==> src/rtl/bcd_scan_display.sv <==
// Four-digit BCD event counter with a multiplexed 7-segment scan driver and a 9999->0000 overflow pulse.
// Optional leading-zero blanking is enabled by defining BCD_SCAN_LEADING_ZERO_BLANK_EN.
module bcd_scan_display #(
    parameter int SCAN_DIV = 50000
) (
    input  logic       clkin,
    input  logic       rst,
    input  logic       tick,
    input  logic       en,
    input  logic       clr,
    output logic [6:0] seg,
    output logic [3:0] an,
    output logic       ovf
);

    localparam int              CW        = $clog2(SCAN_DIV);
    localparam logic [CW-1:0]   SCAN_LAST = CW'(SCAN_DIV - 1);
    localparam logic [6:0]      SEG_ZERO  = 7'b1111110;

    logic [3:0][3:0] dig;
    logic [3:0][3:0] dig_inc;
    logic            all_nines;
    logic            qual;
    logic [CW-1:0]   scan_cnt;
    logic [1:0]      idx;
    logic [3:0]      cur;
    logic            blank;
    logic [3:0]      an_nxt;
    logic [6:0]      seg_nxt;
    logic            carry;

    function automatic logic [6:0] seg_decode(input logic [3:0] v);
        case (v)
            4'd0:    seg_decode = 7'b1111110;
            4'd1:    seg_decode = 7'b0110000;
            4'd2:    seg_decode = 7'b1101101;
            4'd3:    seg_decode = 7'b1111001;
            4'd4:    seg_decode = 7'b0110011;
            4'd5:    seg_decode = 7'b1011011;
            4'd6:    seg_decode = 7'b1011111;
            4'd7:    seg_decode = 7'b1110000;
            4'd8:    seg_decode = 7'b1111111;
            4'd9:    seg_decode = 7'b1111011;
            default: seg_decode = 7'b0000000;
        endcase
    endfunction

    assign qual      = tick & en & ~clr;
    assign all_nines = (dig == 16'h9999);

    // Ripple the carry through all four digits within one cycle.
    always_comb begin
        dig_inc = dig;
        carry   = 1'b1;
        for (int i = 0; i < 4; i++) begin
            if (carry) begin
                if (dig[i] == 4'd9) begin
                    dig_inc[i] = 4'd0;
                end else begin
                    dig_inc[i] = dig[i] + 4'd1;
                    carry      = 1'b0;
                end
            end
        end
    end

    always_ff @(posedge clkin or posedge rst) begin
        if (rst) begin
            dig <= '0;
            ovf <= 1'b0;
        end else begin
            ovf <= qual & all_nines;
            if (clr)
                dig <= '0;
            else if (qual)
                dig <= dig_inc;
        end
    end

    always_ff @(posedge clkin or posedge rst) begin
        if (rst) begin
            scan_cnt <= '0;
            idx      <= 2'd0;
        end else if (scan_cnt == SCAN_LAST) begin
            scan_cnt <= '0;
            idx      <= idx + 2'd1;
        end else begin
            scan_cnt <= scan_cnt + 1'b1;
        end
    end

    assign cur = dig[idx];

`ifdef BCD_SCAN_LEADING_ZERO_BLANK_EN
    // A slot is blank when its digit and every digit above it are zero; d0 always shows.
    always_comb begin
        blank = 1'b0;
        case (idx)
            2'd1:    blank = (dig[3:1] == 12'd0);
            2'd2:    blank = (dig[3:2] == 8'd0);
            2'd3:    blank = (dig[3] == 4'd0);
            default: blank = 1'b0;
        endcase
    end
`else
    assign blank = 1'b0;
`endif

    assign an_nxt  = blank ? 4'b1111 : ~(4'b0001 << idx);
    assign seg_nxt = blank ? 7'b0000000 : seg_decode(cur);

    always_ff @(posedge clkin or posedge rst) begin
        if (rst) begin
            an  <= 4'b1110;
            seg <= SEG_ZERO;
        end else begin
            an  <= an_nxt;
            seg <= seg_nxt;
        end
    end

endmodule
==> config.mk <==
export PLATFORM = sky130hd
export DESIGN_NAME = bcd_scan_display
export DESIGN_NICKNAME = d
export VERILOG_FILES = /design/src/rtl/bcd_scan_display.sv
export SDC_FILE = /design/constraint.sdc
export NUM_CORES = 1
export LEC_CHECK = 0
export ABC_AREA = 1
export CORE_MARGIN = 2
export CORE_UTILIZATION = 45
export CTS_BUF_LIST = sky130_fd_sc_hd__clkbuf_4
export DETAILED_ROUTE_END_ITERATION = 12
export PLACE_DENSITY = 0.74
export SLEW_MARGIN = 20
export SYNTH_ARGS = -nofsm -noshare
export SYNTH_HDL_FRONTEND = slang
export SYNTH_SLANG_ARGS = --single-unit
==> constraint.sdc <==
create_clock -name clkin -period 1.6 [get_ports clkin]
set_input_delay 0.24 -clock clkin [delete_from_list [all_inputs] [get_ports clkin]]
set_output_delay 0.24 -clock clkin [all_outputs]
set_load 0.01 [all_outputs]
-- Yosys cells after proc, flatten, opt, wreduce, memory -nomap -nowiden
Memories as Yosys holds them, arrays and structs flattened. A register that Yosys moved wholly into a read port is not among the register bits.
Index checks and enable logic that the tools add are counted.
- order comparisons: 1
- multiplexer cells: 17
- shift operators: 1
- reduce and logical (&&, ||, !) cells: 7
- eq/ne operators: 6
- $add $sub $neg: 6
- bitwise gates (word level): 5
- operator list (cell ; number):
    $mux 16 ; 3
    $eq 16x16->1 const B ; 2
    $mux 4 ; 8
    $add 16x1->16 const B ; 1
    $add 4x1->4 const B ; 4
    $eq 4x4->1 const B ; 4
    $bmux 4 s2 ; 1
    $reduce_bool 2->1 ; 4
    $reduce_and 2->1 ; 3
    $mux 1 ; 5
    $not 4->4 ; 1
    $shl 1x2->4 const A ; 1
    $and 1x1->1 ; 3
    $lt 2x3->1 const B ; 1
    $add 2x1->2 const B ; 1
    $not 1->1 ; 1
- memories: 1
- bits of input ports: 5
- memory bits (read-only): 112
- register bits after elaboration: 39
- logic and storage cells: 52
- output and inout bits: 12
- memory list (memory ; depth ; bits a word ; read ports ; clocked after Yosys merged registers in ; wr ports ; RTL line ; RTL):
    (name not given) ; 16 ; 7 ; 1 ; 1 ; 0 ; 33 ; case (v)

-- Depth between registers and ports, before layout
Gate-level depths: netlist (run 1).
- depth in word-level cells: 7
- depth in mapped cells: 12
- mapped depth without buffers: 11

-- Worst setup path before layout (run 1)
No wires, ideal clock.
- kind: flip-flop to flip-flop
- from: reg idx[0]
- to: reg seg[3]
- buffers on the path: 2
- arrival: 1646 ps
- library setup time: 78 ps
- path slack: -124 ps
- period minus slack after synthesis: 1724 ps
- cell stages (with the launch flop): 12
- data required time: 1522 ps
- path through: dfrtp_1 buf_6 inv_4 buf_6 nand2_1 a32oi_1 inv_1 ha_1 nand3_1 nand2_1 nand2_1 nand2_1
- cells in the longest elaborated chain, start to end: 2
- RTL lines (item ; RTL line ; RTL):
    start: declaration ; 25 ; logic [1:0] idx;
    start signal: assignment ; 86 ; idx <= idx + 2'd1;
    $bmux 4 s2 ; 92 ; assign cur = dig[idx];
    $mux 4 (implied by the code) ; 92 ;
    end: declaration ; 11 ; output logic [6:0] seg,
Every way passes these cells. The select of a mux whose other input is x is not followed.
A chain may end at the register's enable or synchronous reset.

-- Final worst setup path (run 1)
Same ends and word-level chain as after synthesis.

==> results by group, run 1 <==
Run status
  • Status: completed

Timing
  • RSZ-0062 raised after global routing: yes
  • Final hold vios: 0
  • # setup viols final: 0
  • Final Max Slew Viols: 0
  • Slew headroom: ~78%
  • Fmax: about 0.63 GHz
  • Clock skew: ~16 ps
  • Tightest Pin Transition: about 330 ps
  • Final min period: roughly 1600 ps
  • Crit share post-route: between 90% and 100%

Worst setup path
  • Worst endpoint data arrival time: roughly 1900 ps
  • WS Path Type: flop to flop
  • Startpoint types: flop
  • Worst Path Max Fanout: 5
  • Setup crit end kind: flop
  • CP required: 1900 ps

Synthesis
  • Asr flop ratio synth: 100%
  • Synth Instances: 327
  • Simple-Gate Fraction of Synth Area: approximately a third
  • Area leader, netlist: dfrtp_1
  • Commonest cells in the netlist: nand2_1, dfrtp_1, nor2_1
  • Post-synthesis compound-gate area fraction: 3.62%
  • Syn Nets: 351
  • EDFF count, synth: 0
  • Xor/xnor share of the synthesized area: 3.90%
  • Synth Cell Area: 2690 um^2
  • Largest family of logic cells by synthesized area: simple AND/OR/NAND/NOR gates
  • Multiplexer share of the synthesized area: 0%
  • Top-count cell post-synth: nand2_1
  • Share of the synthesized area in the top cell type: 34.4%
  • Ys flop type: dfrtp_1
  • Largest cells by area after synthesis: dfrtp_1, nand2_1, ha_1
  • YS warnings: 0
  • Post-synthesis adder-cell area fraction: between 8 and 9%
  • #FFs+latches synth: 46
  • Synthesized area per cell: approximately 8.2 um^2
  • Unique masters post-synth: 33
  • Sequential area share after synthesis: a little over two fifths

Die
  • Die area: 6620 um^2
  • I/O pin count: 17
  • Chip Height: around 80 um
  • Core area: approximately 5900 um^2
  • Row count: 28
  • Die extent in x: 81.4 um
  • Starting Density: 46.0%

CTS
  • CTS Hold Buffers Added: 0
  • Clock Latency Late Sink: around 370 ps
  • Sink Count: 46
  • Clk buf depth: 2
  • CTS tree: built
  • Cts bufs inserted: 5
  • Clock transition at the registers of the reported paths: approximately 150 ps
  • Clock root buffer: clkbuf_4
  • Htree depth: 2

Global route
  • Initial antenna violation count: 0
  • Number of global-route vias before repair: a little over 2000
  • First-pass GRT wire length: 8.60 mm
  • Grt ovf: 0
  • Largest net degree at the start of global routing: 36
  • Tot GR Track Use: roughly 16%

Power and ir drop
  • Leakage: 1.55 nW
  • PD cells: between 700 and 800 nW/um^2
  • Peak VDD IR: 0.446 mV
  • Power consumption: roughly 2.3 mW

Route
  • Avg Vias per Cell: between 4 and 5
  • Starting DRC count in detailed routing: ~110
  • Final wirelength: a little under 5 mm
  • DR vias: between 2000 and 2500
  • Average wire per standard cell: 11.4 um
  • DRT antenna net count: 0
  • # DRC: 0
  • Drt first pass iters: 4

Layout
  • Register area: around 1200 um^2
  • Multi-input gate area: ~1400 um^2
  • Nets: about 390
  • Antenna diodes: 0
  • Final std cells w/o fill: roughly 440
  • Cell area after layout: roughly 3200 um^2
  • Fillers: around 500
  • Synth-to-layout area growth: 17.4%
  • Share of cells above drive strength 1: around a fifth

Placed design
  • GP Congestion: roughly 0.84
  • HPWL Detailed: ~3.7 mm
  • Placed inst area: roughly 3000 um^2
  • Port Buffers: 16
  • Placed Instances: 424

Job
  • Max-cap violations: 0

Worst hold path
  • Tightest Hold Check Type: input port to async pin
## layer usage
| layer | up-vias | GRT usage (%) | wire (um) |
|---|---|---|---|
| met5 | - | 0 | 0 |
| met4 | 0 | 5.42 | 58 |
| met3 | 8 | 3.00 | 136 |
| met2 | 26 | 27.7 | 2410 |
| met1 | 994 | 20.9 | 2360 |
| li1 | 1094 | - | - |
## placed cells by master (no fill, tap or decap), types with 2 or more instances in the layout
cell type / netlist / final
ha_1: 19 / 18
nand3_1: 27 / 26
nand2_1: 97 / 93
inv_1: 33 / 29
dfrtp_1: 37 / 36
dfstp_2: 9 / 9
and2_1: 2 / 2
xnor2_1: 3 / 3
nand2_4: 2 / 3
nor3_1: 3 / 3
xor2_1: 9 / 9
clkinv_4: 0 / 2
o21ai_0: 5 / 5
o21ai_1: 3 / 3
nand3_2: 2 / 2
dlygate4sd2_1: 0 / 9
nand2_2: 4 / 7
nand4_1: 5 / 5
nand3_4: 2 / 3
clkdlybuf4s50_1: 0 / 7
a21oi_1: 4 / 3
nor2_8: 2 / 2
nand3b_1: 3 / 3
nor2_4: 2 / 3
buf_4: 0 / 12
clkbuf_4: 0 / 5
nor2_1: 36 / 36
inv_2: 4 / 8
nor2_2: 3 / 2
## registers in the layout (all words and copies together) (netlist names)
signal / flops
dig: 16
scan_cnt: 16
seg: 7
an: 4
idx: 2
ovf: 1
## stage by stage
stage	hold WS (ps)	setup slack (ps)	utilization, %	TNS (ps)
floorplan	421	-3.92	-	-3.92
global route	130	-94.2	54.0	-226
CTS	119	3.11	52.9	0
global placement	447	14.0	51.6	0
finish	115	15.3	54.0	0
detailed placement	459	-30.0	51.6	-78.4
## critical path, cell delays in order (launching register included)
cell     delay [ps]
dfrtp_2         480
buf_6           130
nand2_1          80
a32oi_4         230
inv_2           110
ha_4            290
nand3_4          60
nand2_1          60
nand2_1          40
nand2_1          50
## logic make-up (layout without fill, tap and decap cells)
kind of cell / after synthesis / after routing
AND/OR/NAND/NOR: 192 / 192
AO/OA/AOI/OAI: 17 / 17
adder cells (fa/ha/maj): 19 / 19
XOR/XNOR: 12 / 12
buffers and inverters: 41 / 76
flip-flops: 46 / 46
## path summary, 6_finish.rpt
path | startpoint | end | slack [ps] | cells after the start
hold reg to reg | scan_cnt[0]$_DFF_PP0_ | scan_cnt[0]$_DFF_PP0_ | 470 | 1
hold / removal | rst | ovf$_DFF_PP0_ | 110 | 2
setup reg to reg | idx[0]$_DFFE_PP0N_ | seg[3]$_DFF_PP1_ | 20 | 9
setup / recovery | idx[0]$_DFFE_PP0N_ | seg[3]$_DFF_PP1_ | 20 | 9
max in group asynchronous | rst | seg[4]$_DFF_PP1_ | 940 | 3
min in group clkin | scan_cnt[0]$_DFF_PP0_ | scan_cnt[0]$_DFF_PP0_ | 470 | 1
## where the power goes
part / internal, mW / switching (mW) / total, mW / leakage [nW]
Sequential: 1.25 / 0.0681 / 1.32 / 0.587
Clock: 0.172 / 0.399 / 0.570 / 0.0312
Combinational: 0.177 / 0.234 / 0.411 / 0.929
## area by class of cell
class                           instances  share of cell area, %
Clock buffer                            5                   1.19
Multi-Input combinational cell        240                   45.2
Tap cell                               75                   2.97
Clock inverter                          3                  0.673
Inverter                               38                   4.67
Sequential cell                        46                   36.8
Timing Repair Buffer                   30                   8.55
## repair_timing
item,4_1_cts,5_1_grt
setup endpoints to repair,13,11
gates cloned,0,0
setup buffers,2,3
resized for setup,11,12
pin swaps,0,3
Power figures use the tool's default switching activity.
==> run 2: changes to the inputs <==
--- a/config.mk
+++ b/config.mk
@@ -6,6 +6,7 @@
 export NUM_CORES = 1
 export LEC_CHECK = 0
 export ABC_AREA = 1
+export CAP_MARGIN = 20
 export CORE_MARGIN = 2
 export CORE_UTILIZATION = 45
 export CTS_BUF_LIST = sky130_fd_sc_hd__clkbuf_4
==> results of run 2 <==
No change in the layout: final DEF, timing and power equal those of run 1.
==> run 3: changes to the inputs <==
--- a/config.mk
+++ b/config.mk
@@ -11,6 +11,7 @@
 export CORE_UTILIZATION = 45
 export CTS_BUF_LIST = sky130_fd_sc_hd__clkbuf_4
 export DETAILED_ROUTE_END_ITERATION = 12
+export GPL_TIMING_DRIVEN = 0
 export PLACE_DENSITY = 0.74
 export SLEW_MARGIN = 20
 export SYNTH_ARGS = -nofsm -noshare
==> run 3 against run 2 <==
Compared with the run above:
- the flow now finishes with violations (negative setup slack)
- power is 8.0% higher
- worst hold slack worse by 12 ps
- utilization is 1.8 points higher
- maximum frequency is 4.9% lower
- wire length is 5.7% higher
- via count is 3.0% higher
- non-clock buffer count is 2 higher
- register-to-register slack worse by 80 ps
- first-iteration DRC count is 13% lower
- die area stayed put
- sequential power hardly changed
- critical path type unchanged
- largest power group unchanged
==> results by group, run 3 (same netlist as run 1, synthesis figures left out) <==
Layout
  • Synth-to-layout area growth: 21.2%
  • Cell area after layout: 3270 um^2 (+3.3%)
  • Antenna diodes: 0 (unchanged)
  • Share of cells above drive strength 1: 21.7% (+2.9 points)
  • Fin util: 55.8% (+1.8 points)
  • Most frequent cells in the layout: nand2_1, nor2_1, dfrtp_1
  • Nets: 387 (+0.52%)
  • Most common cell after layout, fill and taps aside: nand2_1
  • Largest regs: dig x16, scan_cnt x16, seg x7

Die
  • Row count: 28 (unchanged)
  • I/O pin count: 17 (unchanged)
  • Die area: 6620 um^2 (unchanged)
  • Chip Height: 81.4 um (unchanged)
  • Die extent in x: 81.4 um (unchanged)
  • Core area: 5850 um^2 (unchanged)
  • Starting Density: 46.0% (unchanged)

Run status
  • Failing checks: negative setup slack
  • Status: finished, violations left

Route
  • DRT antenna net count: 0 (unchanged)
  • Avg Vias per Cell: 4.98 (+2.5%)
  • DR vias: 2186 (+3.0%)
  • Average wire per standard cell: 12.0 um (+5.2%)
  • Drt first pass iters: 4 (unchanged)
  • Final wirelength: 5.25 mm (+5.7%)
  • # DRC: 0 (unchanged)
  • Starting DRC count in detailed routing: 93 (-13%)

CTS
  • Clock Latency Late Sink: 370 ps (about the same)
  • Cts bufs inserted: 5 (unchanged)
  • Clock root buffer: clkbuf_4
  • Htree depth: 2 (unchanged)
  • CTS tree: built
  • Clk buf depth: 2 (unchanged)
  • Clock transition at the registers of the reported paths: 150 ps (about the same)
  • Sink Count: 46 (unchanged)
  • CTS Hold Buffers Added: 0 (unchanged)

Worst setup path
  • Worst Path Max Fanout: 7 (+2)
  • Setup crit end kind: flop
  • Worst endpoint data arrival time: 1980 ps (+90 ps)
  • Startpoint types: flop
  • CP required: 1920 ps (+20 ps)
  • WS Path Type: flop to flop

Timing
  • Slew headroom: 80.3% (+2.1 points)
  • Final TNS setup: -134 ps (-134 ps)
  • Clock skew: 15.7 ps (-0.796 ps)
  • Final hold vios: 0 (unchanged)
  • RSZ-0062 raised after global routing: yes
  • Final min period: 1670 ps (+81.6 ps)
  • Final Max Slew Viols: 0 (unchanged)
  • Crit share post-route: 104% (+5.1 points)
  • Final worst setup slack: -66.3 ps (-81.6 ps)
  • Fmax: 0.600 GHz (-4.9%)
  • Tightest Pin Transition: 294 ps (-32.0 ps)
  • # setup viols final: 4 (+4)

Global route
  • Initial antenna violation count: 0 (unchanged)
  • Grt ovf: 0 (unchanged)
  • First-pass GRT wire length: 8.87 mm (+3.0%)
  • Tot GR Track Use: 17.2% (+0.87 points)
  • Number of global-route vias before repair: 2087 (+1.9%)
  • Largest net degree at the start of global routing: 35 (-2.8%)

Power and ir drop
  • Comb pwr share: 16.8% (-1.1 points)
  • Power consumption: 2.48 mW (+8.0%)
  • Sw Share: 29.1% (-1.3 points)
  • Internal power: 1.76 mW (+10%)
  • Leakage: 1.57 nW (+1.4%)
  • Psw: 0.723 mW (+3.3%)
  • Peak VDD IR: 0.454 mV (+1.8%)
  • PD cells: 761 nW/um^2 (+4.6%)
  • Clk pwr share: 29.4% (+4.6 points)
  • Share of power burned in registers: 53.8% (-3.5 points)

Placed design
  • HPWL Detailed: 3.62 mm (-1.6%)
  • Port Buffers: 16 (unchanged)
  • Post-place setup slack: -171 ps (-141 ps)
  • Placed inst area: 3000 um^2 (-0.87%)
  • GP Congestion: 0.843 (-0.11%)

Job
  • Max-cap violations: 0 (unchanged)

Worst hold path
  • Tightest Hold Check Type: input port to async pin
==> run 3: layout make-up <==
type / count / area (um^2)
flip-flops and latches: 46 / 1170
inverters: 38 / 148
clock inverters: 3 / 45.0
clock buffers: 5 / 37.5
fillers: 498 / 2580
multi-input cells: 240 / 1480
plain buffers: 3 / 37.5
repair buffers: 29 / 259
well taps: 75 / 93.8
==> run 3: routing by layer <==
| metal | track usage [%] | up-vias | part of all wire (%) |
|---|---|---|---|
| met5 | 0 | - | 0 |
| met4 | 6.44 | 0 | 1.7 |
| met3 | 3.56 | 10 | 3.3 |
| met2 | 29.6 | 39 | 50 |
| met1 | 21.2 | 1036 | 45 |
| li1 | - | 1101 | - |
==> run 3: worst paths after layout <==
kind,endpoint,slack [ps],startpoint,cells past startpoint
max,seg[3]$_DFF_PP1_,-70,idx[0]$_DFFE_PP0N_,11
min in group clkin,scan_cnt[0]$_DFF_PP0_,470,scan_cnt[0]$_DFF_PP0_,1
min reg2reg,scan_cnt[0]$_DFF_PP0_,470,scan_cnt[0]$_DFF_PP0_,1
max reg2reg,seg[3]$_DFF_PP1_,-70,idx[0]$_DFFE_PP0N_,11
max in group asynchronous,seg[1]$_DFF_PP1_,950,rst,3
min,scan_cnt[3]$_DFF_PP0_,100,rst,2
==> run 3: critical path, stage by stage (launching register included) <==
cell     delay [ps]
dfrtp_1         430
buf_6           140
inv_4            60
buf_8           110
nand2_4          50
a32oi_4         210
inv_2           110
ha_4            290
nand3_4          60
nand2_2          60
nand2_1          40
nand2_1          60
==> run 3: metrics by stage <==
| step | std cells | hold WS, ps |
|---|---|---|
| after global routing | 439 | 117 |
| after global placement | 418 | 446 |
| final | 439 | 102 |
| after floorplan | 327 | 421 |
| after detailed placement | 419 | 462 |
| after CTS | 433 | 109 |
==> run 3: power by group through the flow <==
stage | Clock (mW) | Combinational, mW | Sequential (mW)
floorplan | 0 | 0.256 | 1.34
global placement | 0 | 0.369 | 1.34
detailed placement | 0 | 0.386 | 1.35
CTS | 0.751 | 0.398 | 1.33
global route | 0.802 | 0.485 | 1.35
finish | 0.731 | 0.417 | 1.34
==> run 3: repair_timing <==
action                                  in CTS  in global routing
buffers inserted                             6                  6
resized for setup                           19                 18
endpoints found under the setup margin      16                 15
pin swaps                                    4                  6
